**src/rtl/controle_sensor_agua.sv**
```systemverilog
// Water-level measurement sequencer between the coffee FSM and sensor_agua.
// Optional debug ports db_estado/db_amostras when CONTROLE_SENSOR_AGUA_DEBUG_EN is defined.
module controle_sensor_agua #(
  parameter int unsigned N_AMOSTRAS     = 3,
  parameter int unsigned MAX_TENTATIVAS = 2,
  parameter int unsigned INTERVALO      = 5000000
) (
  input  logic       clock,
  input  logic       reset,
  input  logic       iniciar,
  input  logic [7:0] modo_in,
  input  logic       sensor_pronto,
  input  logic       sensor_suficiente,
  input  logic       sensor_timeout,
  output logic       sensor_reset,
  output logic       sensor_medir,
  output logic       sensor_conta_timeout,
  output logic [7:0] sensor_modo,
  output logic       pronto,
  output logic       ok,
  output logic       falha
`ifdef CONTROLE_SENSOR_AGUA_DEBUG_EN
  ,
  output logic [2:0] db_estado,
  output logic [3:0] db_amostras
`endif
);

  localparam int unsigned AW = $clog2(N_AMOSTRAS + 1);
  localparam int unsigned TW = $clog2(MAX_TENTATIVAS + 1);
  localparam int unsigned IW = $clog2(INTERVALO + 1);

  typedef enum logic [2:0] {
    S_OCIOSO    = 3'd0,
    S_ZERA      = 3'd1,
    S_MEDE      = 3'd2,
    S_ESPERA    = 3'd3,
    S_AVALIA    = 3'd4,
    S_TIMEOUT   = 3'd5,
    S_INTERVALO = 3'd6,
    S_FIM       = 3'd7
  } estado_t;

  estado_t       estado_q, estado_d;
  logic [AW-1:0] amostras_q, amostras_d, amostras_inc;
  logic [TW-1:0] tentativas_q, tentativas_d, tentativas_inc;
  logic [IW-1:0] espera_q, espera_d;
  logic          suficiente_q, suficiente_d;
  logic [7:0]    modo_q, modo_d;
  logic          ok_q, ok_d;
  logic          falha_q, falha_d;

  assign amostras_inc   = amostras_q + AW'(1);
  assign tentativas_inc = tentativas_q + TW'(1);

  // State and datapath registers
  always_ff @(posedge clock) begin
    if (reset) begin
      estado_q     <= S_OCIOSO;
      amostras_q   <= '0;
      tentativas_q <= '0;
      espera_q     <= '0;
      suficiente_q <= 1'b0;
      modo_q       <= 8'h00;
      ok_q         <= 1'b0;
      falha_q      <= 1'b0;
    end else begin
      estado_q     <= estado_d;
      amostras_q   <= amostras_d;
      tentativas_q <= tentativas_d;
      espera_q     <= espera_d;
      suficiente_q <= suficiente_d;
      modo_q       <= modo_d;
      ok_q         <= ok_d;
      falha_q      <= falha_d;
    end
  end

  // Next-state and datapath updates
  always_comb begin
    estado_d     = estado_q;
    amostras_d   = amostras_q;
    tentativas_d = tentativas_q;
    espera_d     = espera_q;
    suficiente_d = suficiente_q;
    modo_d       = modo_q;
    ok_d         = ok_q;
    falha_d      = falha_q;
    case (estado_q)
      S_OCIOSO: begin
        if (iniciar) begin
          modo_d       = modo_in;
          amostras_d   = '0;
          tentativas_d = '0;
          ok_d         = 1'b0;
          falha_d      = 1'b0;
          estado_d     = S_ZERA;
        end
      end
      S_ZERA: estado_d = S_MEDE;
      S_MEDE: estado_d = S_ESPERA;
      S_ESPERA: begin
        // A reading in the same cycle as a timeout takes priority
        if (sensor_pronto) begin
          suficiente_d = sensor_suficiente;
          estado_d     = S_AVALIA;
        end else if (sensor_timeout) begin
          estado_d = S_TIMEOUT;
        end
      end
      S_AVALIA: begin
        if (!suficiente_q) begin
          ok_d     = 1'b0;
          falha_d  = 1'b0;
          estado_d = S_FIM;
        end else begin
          amostras_d = amostras_inc;
          if (amostras_inc == AW'(N_AMOSTRAS)) begin
            ok_d     = 1'b1;
            estado_d = S_FIM;
          end else begin
            espera_d = '0;
            estado_d = S_INTERVALO;
          end
        end
      end
      S_TIMEOUT: begin
        tentativas_d = tentativas_inc;
        if (tentativas_inc == TW'(MAX_TENTATIVAS)) begin
          falha_d  = 1'b1;
          ok_d     = 1'b0;
          estado_d = S_FIM;
        end else begin
          espera_d = '0;
          estado_d = S_INTERVALO;
        end
      end
      S_INTERVALO: begin
        if (espera_q == IW'(INTERVALO - 1)) begin
          estado_d = S_ZERA;
        end else begin
          espera_d = espera_q + IW'(1);
        end
      end
      S_FIM:   estado_d = S_OCIOSO;
      default: estado_d = S_OCIOSO;
    endcase
  end

  assign sensor_reset         = (estado_q == S_ZERA);
  assign sensor_medir         = (estado_q == S_MEDE);
  assign sensor_conta_timeout = (estado_q == S_ESPERA);
  assign pronto               = (estado_q == S_FIM);
  assign sensor_modo          = modo_q;
  assign ok                   = ok_q;
  assign falha                = falha_q;

`ifdef CONTROLE_SENSOR_AGUA_DEBUG_EN
  assign db_estado   = estado_q;
  assign db_amostras = 4'(amostras_q);
`endif

endmodule

```
**config.mk**
```make
export PLATFORM = sky130hd
export DESIGN_NAME = controle_sensor_agua
export DESIGN_NICKNAME = d
export VERILOG_FILES = /design/src/rtl/controle_sensor_agua.sv
export SDC_FILE = /design/constraint.sdc
export NUM_CORES = 1
export LEC_CHECK = 0
export CELL_PAD_IN_SITES_DETAIL_PLACEMENT = 0
export CELL_PAD_IN_SITES_GLOBAL_PLACEMENT = 1
export CORE_UTILIZATION = 42
export CTS_BUF_LIST = sky130_fd_sc_hd__clkbuf_8
export CTS_CLUSTER_DIAMETER = 200
export DETAILED_ROUTE_END_ITERATION = 16
export PLACE_DENSITY_LB_ADDON = 0.1
export SLEW_MARGIN = 0
export SYNTH_ARGS = -nofsm -noshare
export SYNTH_HDL_FRONTEND = slang
export SYNTH_SLANG_ARGS = --single-unit
```
**constraint.sdc**
```tcl
create_clock -name clock -period 2.5 [get_ports clock]
set_input_delay 0.25 -clock clock [delete_from_list [all_inputs] [get_ports clock]]
set_output_delay 0.25 -clock clock [all_outputs]
set_load 0.02 [all_outputs]
```
# Word level (Yosys, flattened, before mapping)
# Index checks and enable logic that the tools add are counted.
op_classes:
  n_addsub: 3
  n_shift: 0
  n_reduce_logical: 13
  n_div: 0
  n_mux: 25
  n_eq_ne: 20
  order_cmp: 0
  n_mul: 0
  n_bitwise: 0
op_table:
  columns: ["cell", "n"]
  rows:
  - ["23-bit two-way mux", 4]
  - ["23-bit one-hot mux with 3 select lines", 1]
  - ["3-bit one-hot mux with 8 select lines", 1]
  - ["23-bit by 1-bit adder with 23-bit output, second input constant", 1]
  - ["23-bit == test, second input constant", 1]
  - ["2-bit != test, second input constant", 8]
  - ["3-bit == test, second input constant", 4]
  - ["3-bit two-way mux", 4]
  - ["1-bit two-way mux", 9]
  - ["2-bit one-hot mux with 2 select lines", 2]
  - ["4-bit AND reduction", 2]
  - ["3-bit by 2-bit == test with 1-bit output, second input constant", 2]
  - ["3-bit != test, second input constant", 2]
  - ["1-bit one-hot mux with 3 select lines", 2]
  - ["2-bit AND reduction", 3]
  - ["3-bit AND reduction", 2]
  - ["3-bit nonzero test", 2]
  - ["5-bit AND reduction", 1]
  - ["2-bit by 1-bit adder with 2-bit output, second input constant", 2]
  - ["2-bit == test, second input constant", 2]
  - ["2-bit two-way mux", 2]
  - ["2-bit nonzero test", 2]
  - ["3-bit by 1-bit == test with 1-bit output, second input constant", 1]
  - ["3-bit zero test", 1]
totals:
  elab_cells: 69
  latchBits: 0
  ramBits: 0
  mem_bits_ro: 0
  mem_count: 0
  reg_bits: 41

# Logic depth before layout (Yosys ltp)
# Gate-level depths: netlist of the first run.
depth:
  word_depth: 5
  ltp_mapped: 8
  depth_no_buf: 7

# Worst setup path after synthesis of the first run
# No wires, ideal clock.
synth_timing:
  path_type: "register to register"
  from: "register espera_q[10]"
  to: "register espera_q[14]"
  required_ns: 2.381
  t_arrival_ns: 1.822
  setup_slack_ns: 0.559
  path_buffers: 2
  stages_incl_launch_ff: 8
  setup_ns: 0.119
  cell_sequence: "dfxtp_1 > or4b_1 > nor4_2 > and3_1 > buf_4 > buf_6 > nor3_1 > o221a_1"
synth_between:
  elab_chain_cells: 3
  elab_cells_between_ends: 6
  cone_classes: "add/sub: 1; eq/ne: 2; mux: 2; reduce/logical: 1"
synth_lines:
  columns: ["item", "line_no", "rtl"]
  rows:
  - ["start: declaration", "47", "logic [IW-1:0] espera_q, espera_d;"]
  - ["start signal: assignment", "71", "espera_q <= espera_d;"]
  - ["23-bit by 1-bit adder with 23-bit output or 23-bit == test (tied branches)", "142, 139", null]
  - ["23-bit two-way mux or 2-bit != test (tied branches)", null, null]
  - ["23-bit one-hot mux with 3 select lines or 5-bit AND reduction (tied branches)", null, null]
# Parallel ways exist; a longest one is shown, timed or not. The select of a mux whose other input is x is not followed.
# A chain may end at the register's enable or synchronous reset.

# Worst setup path after layout of the first run
layout_timing:
  from: "register amostras_q[0]"
  to: "register espera_q[9]"
layout_between:
  elab_chain_cells: 4
layout_lines:
  columns: ["item", "line_no", "rtl"]
  rows:
  - ["start: declaration", "45", "logic [AW-1:0] amostras_q, amostras_d, amostras_inc;"]
  - ["start signal: assignment", "69", "amostras_q <= amostras_d;"]
  - ["2-bit by 1-bit adder with 2-bit output", "53", "assign amostras_inc = amostras_q + AW'(1);"]
  - ["2-bit == test", "118", "if (amostras_inc == AW'(N_AMOSTRAS)) begin"]
  - ["2-bit != test (no line)", null, null]
  - ["5-bit AND reduction (no line)", null, null]
# No other way between the ends.

==> results of run 1 <==
metrics by stage:
step / std cells / area (um2)
floorplan: 277 / 2180
global placement: 365 / 2540
detailed placement: 365 / 2540
CTS: 373 / 2650
global route: 373 / 2650
finish: 373 / 2650
worst register-to-register path, cell delays in order (launching register included):
cell and delay [ps]:
dfxtp_1 350, inv_1 50, ha_1 210, nand2b_1 160
a21oi_1 280, o21ai_2 270, or4_1 580, a21boi_1 170
power breakdown:
group,total (W),switching (W),internal (W)
combinational,0.000255,0.000149,0.000107
sequential,0.000700,0.0000262,0.000674
clock,0.000552,0.000230,0.000322
cells in the mapped netlist (4+ instances only):
master and instances:
a21oi_1 26, a311oi_1 4, a31oi_1 7, and2_1 4
and3_1 5, clkbuf_1 13, dfxtp_1 41, inv_1 11
nand2_1 32, nand2b_1 6, nand3_1 15, nand4_1 8
nor2_1 26, nor3_1 11, o21ai_0 6, o31ai_1 5
o32ai_1 4, or4_1 4, xnor2_1 6
flip-flops by register name, summed over array words and instances, names as in the netlist:
signal / cells
espera_q: 23
estado_q: 3
tentativas_q: 2
falha: 1
suficiente_q: 1
ok: 1
sensor_modo: 8
amostras_q: 2
final cells by class:
cell class	count	area (um2)
Multi-Input combinational cell	208	1240
Inverter	12	45.0
Sequential cell	41	821
Tap cell	67	83.8
Fill cell	487	2200
Timing Repair Buffer	37	345
Clock inverter	2	33.8
Clock buffer	6	82.6
worst paths after layout:
check / from / endpoint / slack (ps) / cells after the start
min reg2reg: sensor_modo[5] / sensor_modo[5] / 450 / 2
min: sensor_modo[5] / sensor_modo[5] / 450 / 2
max reg2reg: amostras_q[0] / espera_q[9] / 360 / 7
max: amostras_q[0] / espera_q[9] / 360 / 7
layer usage:
metal	up-vias	wire length (um)	global-route usage
li1	1075	-	-
met1	999	2780	0.341
met2	57	2420	0.312
met3	7	286	0.0488
met4	0	53	0.0684
met5	-	0	0
cell families (layout without fill, tap and decap cells):
logic type / count (synthesis) / after routing
buffers and inverters: 28 / 57
muxes: 2 / 2
and+or+nand+nor: 127 / 127
adders and majority gates: 3 / 3
AOI/OAI and AO/OA: 70 / 70
xor gates and xnor gates: 6 / 6
DFF: 41 / 41
==> flow_summary_export.csv, run 1 <==
group,metric,value,unit
run_status,outcome,"complete, no violations",
clocking,cts-root-buf,"clkbuf_8",
global_routing,grt_pass1_wl,9.43,mm
sta,tightest_slew,700,ps
floorplanning,die_y,74.0,um
run,timing.max_cap.violations,0,
global_routing,grt_pass1_vias,1934,
synth,syn_inst,277,
synth,synth_area,2180,um2
clocking,clkSinkCount,41,
pwr,powerDensity,568,nW/um2
clocking,postCtsHoldBufs,0,
routing,ant_nets,0,
floorplanning,die_x,74.0,um
synth,ys_seq_area_frac,0.377,
sta,setup_slack,358,ps
finish,layout_common_cells,"dfxtp_1 (41), nand2_1 (32), clkdlybuf4s50_1 (27)",
finish,n_antenna_cell,0,
global_routing,grt_usage,0.225,
place,port_buffers,27,
synth,synth_fa_ha_area_frac,0.0172,
finish,drive_gt1_frac,0.0817,
synth,synth_top_cell_by_area,"dfxtp_1",
pwr,power.leakage,0.891,nW
synth,synth-simple-area-share,0.309,
clocking,cts_inserted_buffers,5,
floorplanning,core-area,4850,um2
synth,yosysWarnings,0,
pwr,peakVddDrop,0.000301,V
sta,fin_crit_sh,0.857,
clocking,postCtsSetupBuffers,0,
finish,fin_util,0.547,
floorplanning,dieArea,5480,um2
place,gp_congestion,0.909,
sta,hold_ws,454,ps
clocking,clk_pin_slew_worst_paths,80,ps
routing,wl_per_cell,14.8,um
worst_setup_path,cp-start-kind,"register",
finish,nNetsFinal,322,
synth,synth_seq_cells,41,
min_path,hp-class,"register to register",
synth,synth_top_area_frac,0.377,
finish,area_growth,21.7,%
sta,hold_violations,0,
sta,fin_tns_setup,0,ps
clocking,clk_path_buf_depth,2,
synth,synth_nets,294,
sta,slew_viol_final,0,
global_routing,grt_max_degree,23,
routing,via_per_inst,5.73,
routing,drc,0,
global_routing,grt.overflow.total,0,
floorplanning,boundaryPins,28,
routing,vias,2138,
sta,skew,7.38,ps
synth,synth_edf_count,0,
synth,yosys-top-cells-area,"dfxtp_1 (38%), a21oi_1 (6.0%), nand2_1 (5.5%)",
worst_setup_path,cp_slowest_cell,"or4_1",
synth,synth_mux_area_frac,0.00918,
routing,wirelength,5.53,mm
clocking,cts.htree.levels,2,
floorplanning,start_util,0.450,
worst_setup_path,crit_path_max_incr_delay,570,ps
worst_setup_path,worstPathArrival,2360,ps
worst_setup_path,crit_required,2720,ps
worst_setup_path,cp_num_buf_inv,1,
clocking,cts_resized,0,
sta,slew-limit-headroom,0.533,
sta,setup_viol,0,
finish,layout_commonest_cell,"dfxtp_1",
synth,synth-xor-area-share,0.0241,
synth,synth_top_family_by_area,"simple AND/OR/NAND/NOR gates",
synth,synth-compound-area-share,0.210,
clocking,cts_tree,"built",
global_routing,grt_antenna_before_repair,0,
synth,synth_cell_types,48,
pwr,power,0.00151,W
sta,rsz0062_at_grt,"no",
worst_setup_path,cp_max_fo,17,
routing,firstDrtPassIters,5,
routing,drt_iter0_markers,168,
worst_setup_path,critical_path.top_delay_family,"simple AND/OR/NAND/NOR gates",
clocking,clk_latency,290,ps
sta,post-route-min-period,2140,ps
worst_setup_path,end_kind,"register",
worst_setup_path,path_cells,"inv_1 -> ha_1 -> nand2b_1 -> a21oi_1 -> o21ai_2 -> or4_1 -> a21boi_1",
place,hpwl,3.97,mm
floorplanning,num_rows,25,
synth,synthArstFlopShare,0,
synth,synth.avg_cell_area,7.87,um2
synth,synthFlopType,"dfxtp_1",
worst_setup_path,criticalPathCategory,"register to register",
sta,fmax,467,MHz
place,pre_cts_slack,418,ps
No activity file was read; power rests on OpenSTA's default activity.
==> run 2: changes to the inputs <==
- REMOVE_ABC_BUFFERS: not set -> 1
- SLEW_MARGIN: 0 -> not set
==> flow_summary_export.csv, run 2 (synthesized netlist as in run 1, its figures left out) <==
group,metric,value,unit
global_routing,grt_antenna_before_repair,0,
floorplanning,boundaryPins,28,
sta,slew-limit-headroom,0.521,
run_status,outcome,"complete, no violations",
finish,regMostFlops,"espera_q",
routing,drt_iter0_markers,126,
clocking,cts_tree,"built",
finish,layout_commonest_cell,"dfxtp_1",
finish,largest_reg_flops,23,
clocking,clk_latency,290,ps
floorplanning,die_y,74.0,um
place,pre_cts_slack,329,ps
routing,wirelength,5.32,mm
sta,rsz0062_at_grt,"no",
routing,drc,0,
sta,fin_crit_sh,0.871,
floorplanning,core-area,4850,um2
finish,n_antenna_cell,0,
clocking,cts-root-buf,"clkbuf_8",
finish,area_growth,20.7,%
worst_setup_path,cp-start-kind,"register",
sta,tightest_slew,719,ps
run,timing.max_cap.violations,0,
routing,wl_per_cell,14.3,um
place,hpwl,3.94,mm
worst_setup_path,r2r-end,"espera_q[9]",
worst_setup_path,reg2reg_slack,320,ps
sta,skew,6.85,ps
worst_setup_path,rr_startpoint,"estado_q[0]",
clocking,clk_pin_slew_worst_paths,80,ps
clocking,clkSinkCount,41,
sta,hold_violations,0,
min_path,worstHoldEndpoint,"sensor_modo[2]",
worst_setup_path,criticalPathCategory,"register to register",
sta,hold_ws,455,ps
sta,slew_viol_final,0,
min_path,hold_depth,2,
place,gp_congestion,0.833,
worst_setup_path,end_kind,"register",
sta,setup_slack,324,ps
clocking,cts.htree.levels,2,
finish,drive_gt1_frac,0.0820,
routing,via_per_inst,5.66,
global_routing,grt.overflow.total,0,
floorplanning,dieArea,5480,um2
floorplanning,start_util,0.450,
routing,ant_nets,0,
pwr,powerDensity,543,nW/um2
finish,layout_common_cells,"dfxtp_1 (41), nand2_1 (32), clkdlybuf4s50_1 (27)",
place,port_buffers,27,
routing,vias,2107,
clocking,cts_inserted_buffers,5,
global_routing,grt_pass1_vias,1884,
pwr,peakVddDrop,0.000353,V
min_path,hp-start,"sensor_modo[2]",
floorplanning,die_x,74.0,um
worst_setup_path,worstPathArrival,2400,ps
clocking,postCtsHoldBufs,0,
sta,setup_viol,0,
worst_setup_path,crit_required,2720,ps
worst_setup_path,cp_max_fo,17,
sta,post-route-min-period,2180,ps
global_routing,grt_pass1_wl,8.97,mm
clocking,cts_resized,0,
pwr,power.leakage,0.877,nW
clocking,postCtsSetupBuffers,0,
pwr,power,0.00143,W
global_routing,grt_usage,0.209,
sta,fmax,459,MHz
min_path,hp-class,"register to register",
clocking,clk_path_buf_depth,2,
routing,firstDrtPassIters,4,
sta,fin_tns_setup,0,ps
worst_setup_path,reg2reg_depth,5,
floorplanning,num_rows,25,
finish,nNetsFinal,321,
global_routing,grt_max_degree,19,
run 2: cell count changes in the layout (fill, tap and decap cells not counted), sizes merged:
| cell | change |
|---|---|
| buf | -1 |
| bufinv | -1 |
| clkbuf | +1 |
| clkinv | +1 |
| inv | -1 |
run 2: critical path, cell delays in order (launching register included):
cell      delay [ps]
dfxtp_1          520
inv_1            200
nor3_1           370
o21ai_2          300
or4_1            560
a21boi_1         150
run 2: layout make-up:
cell class                 count  area, um2
inverter                      12       45.0
clock inverter                 1       5.00
timing repair buffer          36        338
sequential                    41        821
clock buffer                   7       96.3
multi-input combinational    208       1240
fill                         493       2220
tap                           67       83.8
run 2: where the power goes:
group,internal [W],leakage [nW],switching [W]
clock network,0.000250,0.0542,0.000227
registers,0.000674,0.332,0.0000302
logic,0.000104,0.491,0.000144
run 2: metrics by stage:
step	instances	util	cell area (um2)
3_3_place_gp	364	0.522	2530
3_5_place_dp	364	0.522	2530
5_1_grt	372	0.542	2630
2_1_floorplan	261	-	2110
4_1_cts	372	0.542	2630
6_report	372	0.542	2630
run 2: worst max-delay path by stage:
| stage | from | endpoint | slack [ps] | cells past startpoint |
|---|---|---|---|---|
| floorplan | estado_q[2] | estado_q[1] | 280 | 5 |
| global placement | estado_q[0] | espera_q[9] | 310 | 5 |
| detailed placement | estado_q[0] | espera_q[17] | 330 | 5 |
| CTS | estado_q[0] | espera_q[17] | 320 | 5 |
| global route | estado_q[0] | espera_q[9] | 110 | 5 |
| finish | estado_q[0] | espera_q[9] | 320 | 5 |
run 2: per-layer routing:
metal,vias up,wire [um],global-route usage,share of wire
li1,1069,-,-,-
met1,989,2620,0.296,0.49
met2,45,2400,0.336,0.45
met3,4,268,0.0366,0.050
met4,0,34,0.0385,0.0064
met5,-,0,0,0
